$ cat src/rtl/clk_rst_sequencer.sv
// -----------------------------------------------------------------------------
// clk_rst_sequencer
//
// Clock/reset manager running in the PLL output clock domain. It synchronises
// the raw PLL lock, requires the lock to be stable for a programmable window,
// then releases NUM_RST active-low domain resets one after another with a fixed
// stagger. Once every reset is released it reports ready and produces a
// divided clock-enable tick. If lock is lost while resets are being released
// or while running, every reset is re-asserted at once. A sticky flag and a
// saturating counter record these lock-loss events.
//
// Parameters:
//   SYNC_STAGES        flops in the pll_locked synchroniser (>= 2)
//   LOCK_STABLE_CYCLES consecutive locked cycles needed before release (>= 1)
//   NUM_RST            number of sequenced reset outputs (>= 1)
//   RST_STAGGER        cycles between successive reset releases (>= 1)
//   CE_DIV             clock-enable divide ratio (>= 1)
//   LOSS_CNT_W         width of the lock-loss counter
//
// Ports:
//   clock            in   PLL output clock, the only clock
//   reset_n          in   asynchronous active-low reset
//   pll_locked       in   raw PLL lock, asynchronous to clock
//   clear_loss       in   one-cycle synchronous clear of the loss flag/count
//   rst_out_n        out  per-domain active-low resets, bit 0 released first
//   ready            out  high when all resets are released
//   ce_tick          out  one-cycle pulse every CE_DIV cycles while ready
//   lock_loss        out  sticky lock-lost-during-release/run flag
//   lock_loss_count  out  saturating count of lock-loss events
//
// Every output comes straight from a flop; there is no combinational path
// from any input to any output.
// -----------------------------------------------------------------------------
module clk_rst_sequencer #(
  parameter int SYNC_STAGES        = 2,
  parameter int LOCK_STABLE_CYCLES = 1024,
  parameter int NUM_RST            = 3,
  parameter int RST_STAGGER        = 16,
  parameter int CE_DIV             = 48,
  parameter int LOSS_CNT_W         = 8
) (
  input  logic                  clock,
  input  logic                  reset_n,
  input  logic                  pll_locked,
  input  logic                  clear_loss,
  output logic [NUM_RST-1:0]    rst_out_n,
  output logic                  ready,
  output logic                  ce_tick,
  output logic                  lock_loss,
  output logic [LOSS_CNT_W-1:0] lock_loss_count
);

  // Counter widths, each at least one bit so degenerate parameter values
  // still elaborate.
  localparam int STAB_W   = (LOCK_STABLE_CYCLES > 1) ? $clog2(LOCK_STABLE_CYCLES) : 1;
  localparam int REL_LAST = (NUM_RST - 1) * RST_STAGGER;
  localparam int REL_W    = (REL_LAST > 0) ? $clog2(REL_LAST + 1) : 1;
  localparam int DIV_W    = (CE_DIV > 1) ? $clog2(CE_DIV) : 1;

  localparam logic [STAB_W-1:0] STAB_LAST  = STAB_W'(LOCK_STABLE_CYCLES - 1);
  localparam logic [REL_W-1:0]  REL_LAST_V = REL_W'(REL_LAST);
  localparam logic [DIV_W-1:0]  DIV_LAST   = DIV_W'(CE_DIV - 1);

  typedef enum logic [1:0] {
    WAIT_LOCK = 2'd0,
    STABILIZE = 2'd1,
    RELEASE   = 2'd2,
    RUN       = 2'd3
  } state_t;

  state_t                  state, state_next;
  logic [SYNC_STAGES-1:0]  sync_q;
  logic                    locked_s;
  logic [STAB_W-1:0]       stab_cnt, stab_next;
  logic [REL_W-1:0]        rel_cnt, rel_next, rel_inc;
  logic [DIV_W-1:0]        div_cnt, div_next;
  logic [NUM_RST-1:0]      rst_next;
  logic                    ready_next;
  logic                    ce_next;
  logic                    loss_event;
  logic                    loss_next;
  logic [LOSS_CNT_W-1:0]   count_next;

  // Multi-flop synchroniser for the asynchronous PLL lock. Only the last
  // stage is ever used by the sequencing logic.
  always_ff @(posedge clock or negedge reset_n) begin
    if (!reset_n) begin
      sync_q <= '0;
    end else begin
      sync_q <= {sync_q[SYNC_STAGES-2:0], pll_locked};
    end
  end

  assign locked_s = sync_q[SYNC_STAGES-1];

  // rel_cnt holds the number of edges since entry into RELEASE, so rel_inc is
  // the value it will have after the coming edge.
  assign rel_inc = rel_cnt + 1'b1;

  // State register plus all registered outputs and counters.
  always_ff @(posedge clock or negedge reset_n) begin
    if (!reset_n) begin
      state           <= WAIT_LOCK;
      stab_cnt        <= '0;
      rel_cnt         <= '0;
      div_cnt         <= '0;
      rst_out_n       <= '0;
      ready           <= 1'b0;
      ce_tick         <= 1'b0;
      lock_loss       <= 1'b0;
      lock_loss_count <= '0;
    end else begin
      state           <= state_next;
      stab_cnt        <= stab_next;
      rel_cnt         <= rel_next;
      div_cnt         <= div_next;
      rst_out_n       <= rst_next;
      ready           <= ready_next;
      ce_tick         <= ce_next;
      lock_loss       <= loss_next;
      lock_loss_count <= count_next;
    end
  end

  // Next-state and next-output logic. Counters not belonging to the current
  // state fall back to zero so every entry into a state starts clean.
  always_comb begin
    state_next = state;
    stab_next  = '0;
    rel_next   = '0;
    div_next   = '0;
    rst_next   = rst_out_n;
    ready_next = 1'b0;
    ce_next    = 1'b0;
    loss_event = 1'b0;

    case (state)
      WAIT_LOCK: begin
        rst_next = '0;
        if (locked_s) begin
          state_next = STABILIZE;
        end
      end

      STABILIZE: begin
        rst_next = '0;
        if (!locked_s) begin
          // Lock dropped before any reset was released: just start over.
          state_next = WAIT_LOCK;
        end else if (stab_cnt == STAB_LAST) begin
          // The entry edge into RELEASE also releases bit 0.
          state_next  = RELEASE;
          rst_next[0] = 1'b1;
        end else begin
          stab_next = stab_cnt + 1'b1;
        end
      end

      RELEASE: begin
        if (!locked_s) begin
          loss_event = 1'b1;
          state_next = WAIT_LOCK;
          rst_next   = '0;
        end else if (rel_cnt == REL_LAST_V) begin
          // Last bit went out on the previous edge; enter RUN. The divider
          // starts at 1 so the first tick lands CE_DIV-1 edges after entry;
          // with CE_DIV=1 the tick is high from the entry edge onward.
          state_next = RUN;
          ready_next = 1'b1;
          if (DIV_LAST == '0) begin
            ce_next  = 1'b1;
            div_next = '0;
          end else begin
            div_next = DIV_W'(1);
          end
        end else begin
          rel_next = rel_inc;
          for (int k = 0; k < NUM_RST; k++) begin
            if (rel_inc == REL_W'(k * RST_STAGGER)) begin
              rst_next[k] = 1'b1;
            end
          end
        end
      end

      RUN: begin
        if (!locked_s) begin
          loss_event = 1'b1;
          state_next = WAIT_LOCK;
          rst_next   = '0;
        end else begin
          ready_next = 1'b1;
          if (div_cnt == DIV_LAST) begin
            ce_next  = 1'b1;
            div_next = '0;
          end else begin
            div_next = div_cnt + 1'b1;
          end
        end
      end

      default: begin
        state_next = WAIT_LOCK;
        rst_next   = '0;
      end
    endcase
  end

  // Sticky loss flag and saturating counter. A loss event on the same edge as
  // a clear wins, leaving the flag set and the count at exactly one.
  always_comb begin
    loss_next  = lock_loss | loss_event;
    count_next = lock_loss_count;
    if (clear_loss) begin
      loss_next  = loss_event;
      count_next = LOSS_CNT_W'(loss_event);
    end else if (loss_event && (lock_loss_count != '1)) begin
      count_next = lock_loss_count + 1'b1;
    end
  end

endmodule

$ cat config.mk
export PLATFORM = sky130hd
export DESIGN_NAME = clk_rst_sequencer
export DESIGN_NICKNAME = d
export VERILOG_FILES = /design/src/rtl/clk_rst_sequencer.sv
export SDC_FILE = /design/constraint.sdc
export NUM_CORES = 1
export LEC_CHECK = 0
export ABC_AREA = 1
export BUFFER_PORTS_ARGS = -buffer_cell sky130_fd_sc_hd__buf_2
export CAP_MARGIN = 20
export CELL_PAD_IN_SITES_DETAIL_PLACEMENT = 1
export CELL_PAD_IN_SITES_GLOBAL_PLACEMENT = 2
export CORE_MARGIN = 3
export CORE_UTILIZATION = 32
export CTS_CLUSTER_SIZE = 8
export DETAILED_ROUTE_END_ITERATION = 7
export GPL_TIMING_DRIVEN = 1
export PLACE_DENSITY_LB_ADDON = 0.2
export SYNTH_ARGS = -nofsm -noshare
export SYNTH_HDL_FRONTEND = slang
export SYNTH_SLANG_ARGS = --single-unit
$ cat constraint.sdc
create_clock -name clock -period 1.5 [get_ports clock]
set_clock_uncertainty 0.1 [all_clocks]
set_input_delay 0.225 -clock clock [delete_from_list [all_inputs] [get_ports clock]]
set_output_delay 0.225 -clock clock [all_outputs]
set_load 0.005 [all_outputs]
==> run_results.csv, run 1 <==
group,metric,value,unit
finish,fill_cells,757,
worst_setup_path,critPathLaunchType,"register",
grt,grt_pass1_wl,8.78,mm
grt,track_usage,14.9,%
timing,rsz0062_at_grt,"true",
finish,mostFrequentLayoutCell,"nand2_1",
power,p_sw_share,31.1,%
power,peakVddDrop,0.586,mV
synthesis,synthSimpleGateAreaFrac,29.8,%
finish,area_growth_syn_to_layout,41.1,%
synthesis,ys_seq_elements,40,
timing,fin_setup_tns,-32.3,ps
timing,fin_crit,1530,ps
die,die_w,86.5,um
timing,tightest_slew,464,ps
die,dieHeight,86.5,um
grt,grtUsageMet1,20.0,%
clock_tree,clock-sinks,40,
synthesis,avgSynthCellArea,8.17,um^2
hold_path,hold_path.class,"input pin to register",
synthesis,synth_top_family_by_area,"simple AND/OR/NAND/NOR gates",
worst_setup_path,crit_path_top_delay_cell,"dfrtp_2",
routing,viasPerCell,4.73,
outcome,status,"complete, but fails checks",
power,clkPwrFrac,30.5,%
power,switching_power,918,uW
finish,instances_no_fill,399,
routing,drtIter0Drc,43,
die,start_util,34.0,%
power,seq_power_share,40.9,%
clock_tree,cts_buffers,5,
grt,antenna_found_initial,0,
synthesis,yosys.area_share.xor_xnor,2.11,%
synthesis,synth_adder_area_share,5.43,%
die,die_area,7480,um^2
synthesis,synth-compound-area-share,7.90,%
finish,ff_latch_area,1000,um^2
clock_tree,worstSkewPairLatency,290,ps
synthesis,synthCells,254,
clock_tree,cts_max_path_buffers,2,
die,core_area,6100,um^2
power,cellPowerDensity,1010,nW/um^2
grt,grt_max_degree,25,
synthesis,synth-seq-area-share,48.3,%
timing,max_freq,0.653,GHz
timing,slew_headroom,69.0,%
clock_tree,cts_htree_levels,2,
synthesis,syn_area,2070,um^2
power,power_frac_comb,28.5,%
worst_setup_path,crit_chain,"ha_4 > nand2_4 > inv_4 > nand4_1 > nand2_2 > nor2_4 > nand2_1 > nand3_1 > nand2_1",
grt,overflow,0,
finish,multi_input_area,1130,um^2
power,p_int,2.03,mW
outcome,violations,"negative setup slack",
placement,port-buffer-count,17,
timing,finalSetupViolCount,1,
timing,worst_slack,-32.3,ps
timing,hold-worst-slack,114,ps
routing,ant_nets,0,
worst_setup_path,path_class,"register to register",
routing,drt-total-wl,5.46,mm
grt,met3_usage,3.23,%
finish,fin_util,48.0,%
synthesis,yosysUniqueCellTypes,23,
worst_setup_path,endpoint_kind,"register",
finish,final_area,2930,um^2
die,top_level_ports,18,
synthesis,yosys_warnings,0,
timing,hold_violations,0,
clock_tree,clk_pin_slew,90,ps
grt,grt_use_met2,24.5,%
flow_run,drv_cap,0,
clock_tree,cts_tree,"built",
placement,globalplace.congestion,0.783,
clock_tree,cts-root-buf,"clkbuf_8",
placement,hpwl,3.80,mm
worst_setup_path,cpMostUsedCell,"nand2_1",
die,num_rows,28,
timing,fin_crit_sh,102,%
finish,layout_common_cells,"44 x nand2_1, 40 x buf_4, 39 x dfrtp_1",
routing,drc,0,
power,power.leakage,1.40,nW
placement,dpl-instance-area,2480,um^2
finish,n_antenna_cell,0,
routing,vias,1888,
worst_setup_path,critPathMaxStageDelay,470,ps
routing,first_pass_iters,3,
grt,grt.busiest_layer,"met2",
finish,fin_nets,336,
placement,dp_cells,374,
synthesis,synth_nets,267,
worst_setup_path,worstPathArrival,1630,ps
finish,drive_gt1_share,37.7,%
grt,grt_pass1_vias,1895,
routing,wl_per_cell,13.7,um
worst_setup_path,crit_fanout,4,
timing,drv_slew,0,
synthesis,synth_mux_area_share,0,%
worst_setup_path,required,1590,ps
[what timing repair did]
action                     in CTS  in global routing
hold buffers                    2                  0
hold endpoints to repair       17                  0
pin swaps                       1                 15
setup endpoints to repair      18                 30
resized for setup              14                 48
gates cloned                    0                  0
setup buffers                   6                  9
[synthesized netlist by cell type, drive strengths merged]
master	count	area, um^2
ha	9	113
nand3	25	143
o21ai	14	81.3
inv	36	135
nand2	57	221
a31oi	1	12.5
nand4	5	37.5
xor2	5	43.8
a21oi	11	55.1
nor3b	1	7.51
o21a	2	15.0
nor3	5	30.0
dfrtp	40	1000
nor2	43	179
[per-layer routing]
metal | vias to the layer above | part of all wire (%)
met5 | - | 0
met4 | 0 | 0.86
met3 | 5 | 2.1
met2 | 19 | 49
met1 | 916 | 48
li1 | 948 | -
[final timing paths]
kind | from | to | slack (ps) | depth (start not counted)
max in group asynchronous | reset_n | state[1] | 490 | 3
setup / recovery | state[1] | rst_out_n[0] | -30 | 9
hold reg to reg | sync_q[0] | sync_q[1] | 270 | 0
min in group asynchronous | reset_n | stab_cnt[4] | 310 | 2
hold / removal | clear_loss | lock_loss_count[6] | 110 | 2
setup reg to reg | state[1] | rst_out_n[0] | -30 | 9
[critical path, delay by kind of cell (launching register included)]
family | cells | cell delay (ps)
and+or+nand+nor | 7 | 620
DFF | 1 | 470
adders and majority gates | 1 | 200
buffers and inverters | 1 | 40
[state kept, by name, indices dropped and copies added, names as in the netlist]
signal,count
rst_out_n,3
rel_cnt,6
ready,1
div_cnt,6
lock_loss_count,8
sync_q,2
lock_loss,1
ce_tick,1
state,2
stab_cnt,10
[logic make-up after synthesis]
logic type,Yosys count
compound gates,28
xor+xnor,5
fa+ha+maj,9
buf+inv,36
flops,40
simple gates,136
[power groups by stage]
stage               Sequential [mW]  Combinational [mW]  Clock [mW]
detailed placement             1.21               0.614           0
CTS                            1.19               0.698       0.942
global route                   1.22               0.933       0.981
floorplan                      1.22               0.323           0
finish                         1.21               0.841       0.900
global placement               1.21               0.605           0
[stage by stage]
stage	power (mW)	setup slack (ps)
floorplan	1.54	28.2
global placement	1.82	-58.3
detailed placement	1.83	-117
CTS	2.83	-19.1
global route	3.14	-144
finish	2.95	-32.3
[final cells by class]
class	instances	share of cell area [%]
inverter	36	4.79
timing repair buffer	62	15.3
clock inverter	3	1.45
sequential	40	34.2
clock buffer	5	2.35
tap	75	3.21
multi-input combinational	178	38.7
Power figures use the tool's default switching activity.
==> run 2, diff against run 1 <==
--- a/constraint.sdc
+++ b/constraint.sdc
@@ -3,3 +3,3 @@
 set_input_delay 0.225 -clock clock [delete_from_list [all_inputs] [get_ports clock]]
 set_output_delay 0.225 -clock clock [all_outputs]
-set_load 0.005 [all_outputs]
+set_load 0.01 [all_outputs]
==> run 2 against run 1 <==
The run still ends with negative setup slack left. Critical path type unchanged. Register-to-register slack better by 30 ps. Largest cell class unchanged. Design area is 3.8% lower. Sequential cell count unchanged.
==> run_results.csv, run 2 (synthesis gave the netlist of run 1 again) <==
group,metric,value,unit
power,fin_total_pwr,2.73,mW
clock_tree,cts_tree,"built",
worst_setup_path,crit_fanout,3,
timing,tightest_slew,272,ps
worst_setup_path,critPathMaxStageDelay,360,ps
placement,dp_cells,373,
clock_tree,clock-sinks,40,
worst_setup_path,required,1590,ps
die,die_area,7480,um^2
routing,viasPerCell,4.60,
routing,wl_per_cell,12.4,um
worst_setup_path,endpoint_kind,"register",
placement,dpl-instance-area,2470,um^2
placement,pre_cts_ws,-105,ps
timing,worst_slack,-4.81,ps
power,peakVddDrop,0.756,mV
clock_tree,cts_buffers,5,
hold_path,hold_path.class,"input pin to register",
timing,rsz0062_at_grt,"true",
placement,hpwl,3.55,mm
timing,fin_crit_sh,100,%
worst_setup_path,crit_chain,"ha_2 > nand3_4 > nor2_4 > nand2_2 > o21ai_4 > nand2_2 > nand2_1 > nand2_1",
routing,drc,0,
finish,instances_no_fill,393,
grt,track_usage,14.5,%
timing,hold_violations,0,
timing,hold-worst-slack,103,ps
timing,fin_crit,1500,ps
die,start_util,34.0,%
grt,grt_pass1_wl,8.56,mm
finish,largest_reg_flops,10,
grt,grt_max_degree,41,
grt,antenna_found_initial,0,
placement,port-buffer-count,17,
routing,vias,1808,
worst_setup_path,critical_path.top_delay_family,"simple AND/OR/NAND/NOR gates",
timing,drv_slew,0,
die,top_level_ports,18,
worst_setup_path,crit_path_top_delay_cell,"dfrtp_1",
timing,slew_headroom,81.8,%
grt,grt_pass1_vias,1874,
finish,area_growth_syn_to_layout,35.8,%
finish,n_antenna_cell,0,
worst_setup_path,path_buf_inv,0,
flow_run,drv_cap,0,
finish,ff_latch_area,1000,um^2
die,core_area,6100,um^2
routing,drt-total-wl,4.88,mm
finish,reg.largest.list,"stab_cnt (10), lock_loss_count (8)",
placement,globalplace.congestion,0.734,
worst_setup_path,worstPathArrival,1590,ps
clock_tree,clk_pin_slew,70,ps
finish,fill_cells,755,
timing,max_freq,0.665,GHz
finish,fin_util,46.2,%
finish,final_area,2820,um^2
clock_tree,worstSkewPairLatency,290,ps
die,dieHeight,86.5,um
finish,drive_gt1_share,32.7,%
finish,multi_input_area,1090,um^2
finish,layout_common_cells,"48 x nand2_1, 39 x dfrtp_1, 35 x nor2_1",
routing,first_pass_iters,4,
die,die_w,86.5,um
die,num_rows,28,
finish,mostFrequentLayoutCell,"nand2_1",
worst_setup_path,critPathLaunchType,"register",
power,cellPowerDensity,970,nW/um^2
clock_tree,cts-root-buf,"clkbuf_8",
finish,fin_nets,330,
routing,ant_nets,0,
outcome,status,"complete, but fails checks",
routing,drtIter0Drc,53,
finish,regMostFlops,"stab_cnt",
timing,finalSetupViolCount,1,
outcome,violations,"negative setup slack",
worst_setup_path,path_class,"register to register",
grt,overflow,0,
clock_tree,cts_max_path_buffers,2,
clock_tree,cts_htree_levels,2,
timing,fin_setup_tns,-4.81,ps
power,power.leakage,1.36,nW
## run 2: layout make-up
type	instances	share of cell area (%)
clock buffers	8	3.20
inverters	36	4.88
multi-input cells	178	38.6
flip-flops and latches	40	35.6
well taps	75	3.33
repair buffers	56	14.4
## run 2: final timing paths
check | start | end | slack [ps] | depth (start not counted)
worst max-delay path | lock_loss_count[1] | lock_loss_count[3] | -5 | 8
worst max register to register | lock_loss_count[1] | lock_loss_count[3] | -5 | 8
max in group asynchronous | reset_n | state[1] | 750 | 3
min in group asynchronous | reset_n | stab_cnt[4] | 330 | 3
worst min-delay path | clear_loss | lock_loss_count[6] | 100 | 2
worst min register to register | sync_q[0] | sync_q[1] | 250 | 0
## run 2: timing repair
item / 4_1_cts / 5_1_grt
hold endpoints to repair: 41 / 0
pin swaps: 2 / 9
endpoints found under the setup margin: 20 / 26
buffers inserted: 4 / 6
resized for setup: 17 / 31
gates cloned: 0 / 0
hold buffers: 2 / 0
## run 2: worst register-to-register path, cell delays in order (launching register included)
cell and delay (ps):
dfrtp_1 360, ha_2 210, nand3_4 90, nor2_4 170, nand2_2 90, o21ai_4 160
nand2_2 100, nand2_1 70, nand2_1 50
## run 2: where the power goes
group	internal, mW	total, mW	switching [mW]
registers	1.14	1.20	0.0580
logic	0.364	0.776	0.412
clock network	0.376	0.754	0.378
total	1.88	2.73	0.848
## run 2: metal layers
metal / wire length, um / global-route usage [%] / part of all wire (%) / vias up
li1: - / - / - / 934
met1: 2440 / 19.8 / 50 / 851
met2: 2240 / 22.3 / 46 / 13
met3: 116 / 3.14 / 2.4 / 10
met4: 80 / 5.95 / 1.6 / 0
met5: 0 / 0 / 0 / -
==> run 3, diff against run 2 <==
- SKIP_CTS_REPAIR_TIMING: not set -> 1
==> run 3 against run 2 <==
The flow still finishes with violations (negative setup slack). Critical path depth stayed put. Critical endpoint unchanged. Sequential cell count stayed put. Non-clock buffer count is 1 lower. Combinational power is 5.4% higher.
==> run_results.csv, run 3 (synthesis gave the netlist of run 1 again) <==
group,metric,value,unit
placement,dpl-instance-area,2470,um^2
clock_tree,cts_buffers,5,
finish,final_area,2860,um^2
grt,grt_pass1_vias,1846,
placement,port-buffer-count,17,
finish,mostFrequentLayoutCell,"nand2_1",
worst_setup_path,required,1590,ps
die,die_area,7480,um^2
finish,largest_reg_flops,10,
worst_setup_path,crit_fanout,3,
worst_setup_path,reg2reg_to,"lock_loss_count[3]",
worst_setup_path,r2r_slack,-60,ps
clock_tree,worstSkewPairLatency,290,ps
finish,drive_gt1_share,37.2,%
power,cellPowerDensity,970,nW/um^2
worst_setup_path,worstPathArrival,1650,ps
timing,max_freq,0.642,GHz
worst_setup_path,critPathLaunchType,"register",
finish,fill_cells,747,
timing,tightest_slew,276,ps
timing,drv_slew,0,
power,fin_total_pwr,2.78,mW
finish,reg.largest.list,"stab_cnt (10), lock_loss_count (8)",
finish,layout_common_cells,"45 x nand2_1, 36 x dfrtp_1, 31 x buf_4",
clock_tree,clock-sinks,40,
worst_setup_path,endpoint_kind,"register",
finish,fin_util,47.0,%
timing,fin_crit,1560,ps
routing,viasPerCell,4.64,
hold_path,worstHoldStart,"clear_loss",
finish,fin_nets,329,
timing,hold-worst-slack,106,ps
clock_tree,cts_max_path_buffers,2,
hold_path,hold_path.class,"input pin to register",
grt,grt_max_degree,41,
routing,drt-total-wl,5.07,mm
timing,slew_headroom,81.5,%
die,num_rows,28,
routing,vias,1817,
finish,area_growth_syn_to_layout,38.1,%
grt,antenna_found_initial,0,
power,clkPwrFrac,27.5,%
clock_tree,cts_htree_levels,2,
power,power.leakage,1.35,nW
timing,fin_crit_sh,104,%
routing,drtIter0Drc,38,
grt,track_usage,14.1,%
grt,overflow,0,
outcome,violations,"negative setup slack",
placement,pre_cts_ws,-105,ps
grt,grt_pass1_wl,8.32,mm
outcome,status,"complete, but fails checks",
power,p_int,1.90,mW
power,peakVddDrop,0.720,mV
power,switching_power,880,uW
flow_run,drv_cap,0,
finish,regMostFlops,"stab_cnt",
timing,finalSetupViolCount,7,
timing,rsz0062_at_grt,"true",
timing,hold_violations,0,
placement,globalplace.congestion,0.734,
routing,first_pass_iters,5,
placement,hpwl,3.55,mm
clock_tree,cts_tree,"built",
die,top_level_ports,18,
timing,worst_slack,-57.7,ps
die,core_area,6100,um^2
worst_setup_path,path_class,"register to register",
power,seq_power_share,43.1,%
power,p_sw_share,31.7,%
hold_path,hold_depth,2,
hold_path,min_to,"lock_loss_count[6]",
routing,drc,0,
routing,ant_nets,0,
clock_tree,cts-root-buf,"clkbuf_8",
die,start_util,34.0,%
clock_tree,clk_pin_slew,70,ps
worst_setup_path,reg2reg_from,"state[0]",
routing,wl_per_cell,12.9,um
power,power_frac_comb,29.4,%
finish,n_antenna_cell,0,
die,dieHeight,86.5,um
worst_setup_path,r2r.worst_path.cells,8,
die,die_w,86.5,um
run 3: cell count changes in the layout (fill, tap and decap cells not counted), moves of 2 or more:
cell,delta
buf_4,-2
dfrtp_1,-3
dfrtp_2,+3
ha_4,+2
inv_2,+2
nand2_1,-3
nand2_2,+4
nor2_1,-5
nor2_2,+4
run 3: worst max-delay path by stage:
stage | from | to | slack, ps | cells after the start
3_5_place_dp | state[0] | rst_out_n[0] | -100 | 10
3_3_place_gp | state[0] | rst_out_n[0] | -30 | 10
4_1_cts | state[0] | rst_out_n[0] | -120 | 10
6_report | state[0] | lock_loss_count[3] | -60 | 8
2_1_floorplan | lock_loss_count[0] | lock_loss_count[3] | 2 | 8
5_1_grt | state[0] | lock_loss_count[4] | -140 | 8
run 3: power groups by stage:
stage	sequential (mW)	combinational [mW]	clock, mW
3_3_place_gp	1.21	0.624	0
5_1_grt	1.21	0.906	0.838
2_1_floorplan	1.23	0.323	0
3_5_place_dp	1.22	0.628	0
6_report	1.20	0.818	0.763
4_1_cts	1.20	0.633	0.794
run 3: metal layers:
layer  track usage [%]  share of wire [%]  up-vias
met5                 0                  0        -
met4              5.95                1.6        0
met3              2.85                2.3       10
met1              19.2                 48      852
li1                  -                  -      938
met2              21.8                 48       17
run 3: critical path, stage by stage, from the launching register on:
cell and delay (ps):
dfrtp_1 390, buf_4 150, ha_2 190, o21ai_2 230
inv_2 100, o21ai_4 80, nand2_2 100, nand2_1 70
nand2_1 50
run 3: layout make-up:
| class | count | area (um^2) | area share (%) |
|---|---|---|---|
| Clock buffer | 8 | 90.1 | 3.15 |
| Inverter | 36 | 135 | 4.72 |
| Multi-Input combinational cell | 178 | 1130 | 39.5 |
| Sequential cell | 40 | 1010 | 35.1 |
| Tap cell | 75 | 93.8 | 3.28 |
| Timing Repair Buffer | 55 | 407 | 14.2 |
run 3: metrics by stage:
| step | instances | TNS (ps) |
|---|---|---|
| final | 392 | -267 |
| after global routing | 392 | -1550 |
| after CTS | 381 | -1340 |
| after detailed placement | 373 | -1100 |
| after global placement | 373 | -128 |
| after floorplan | 254 | 0 |
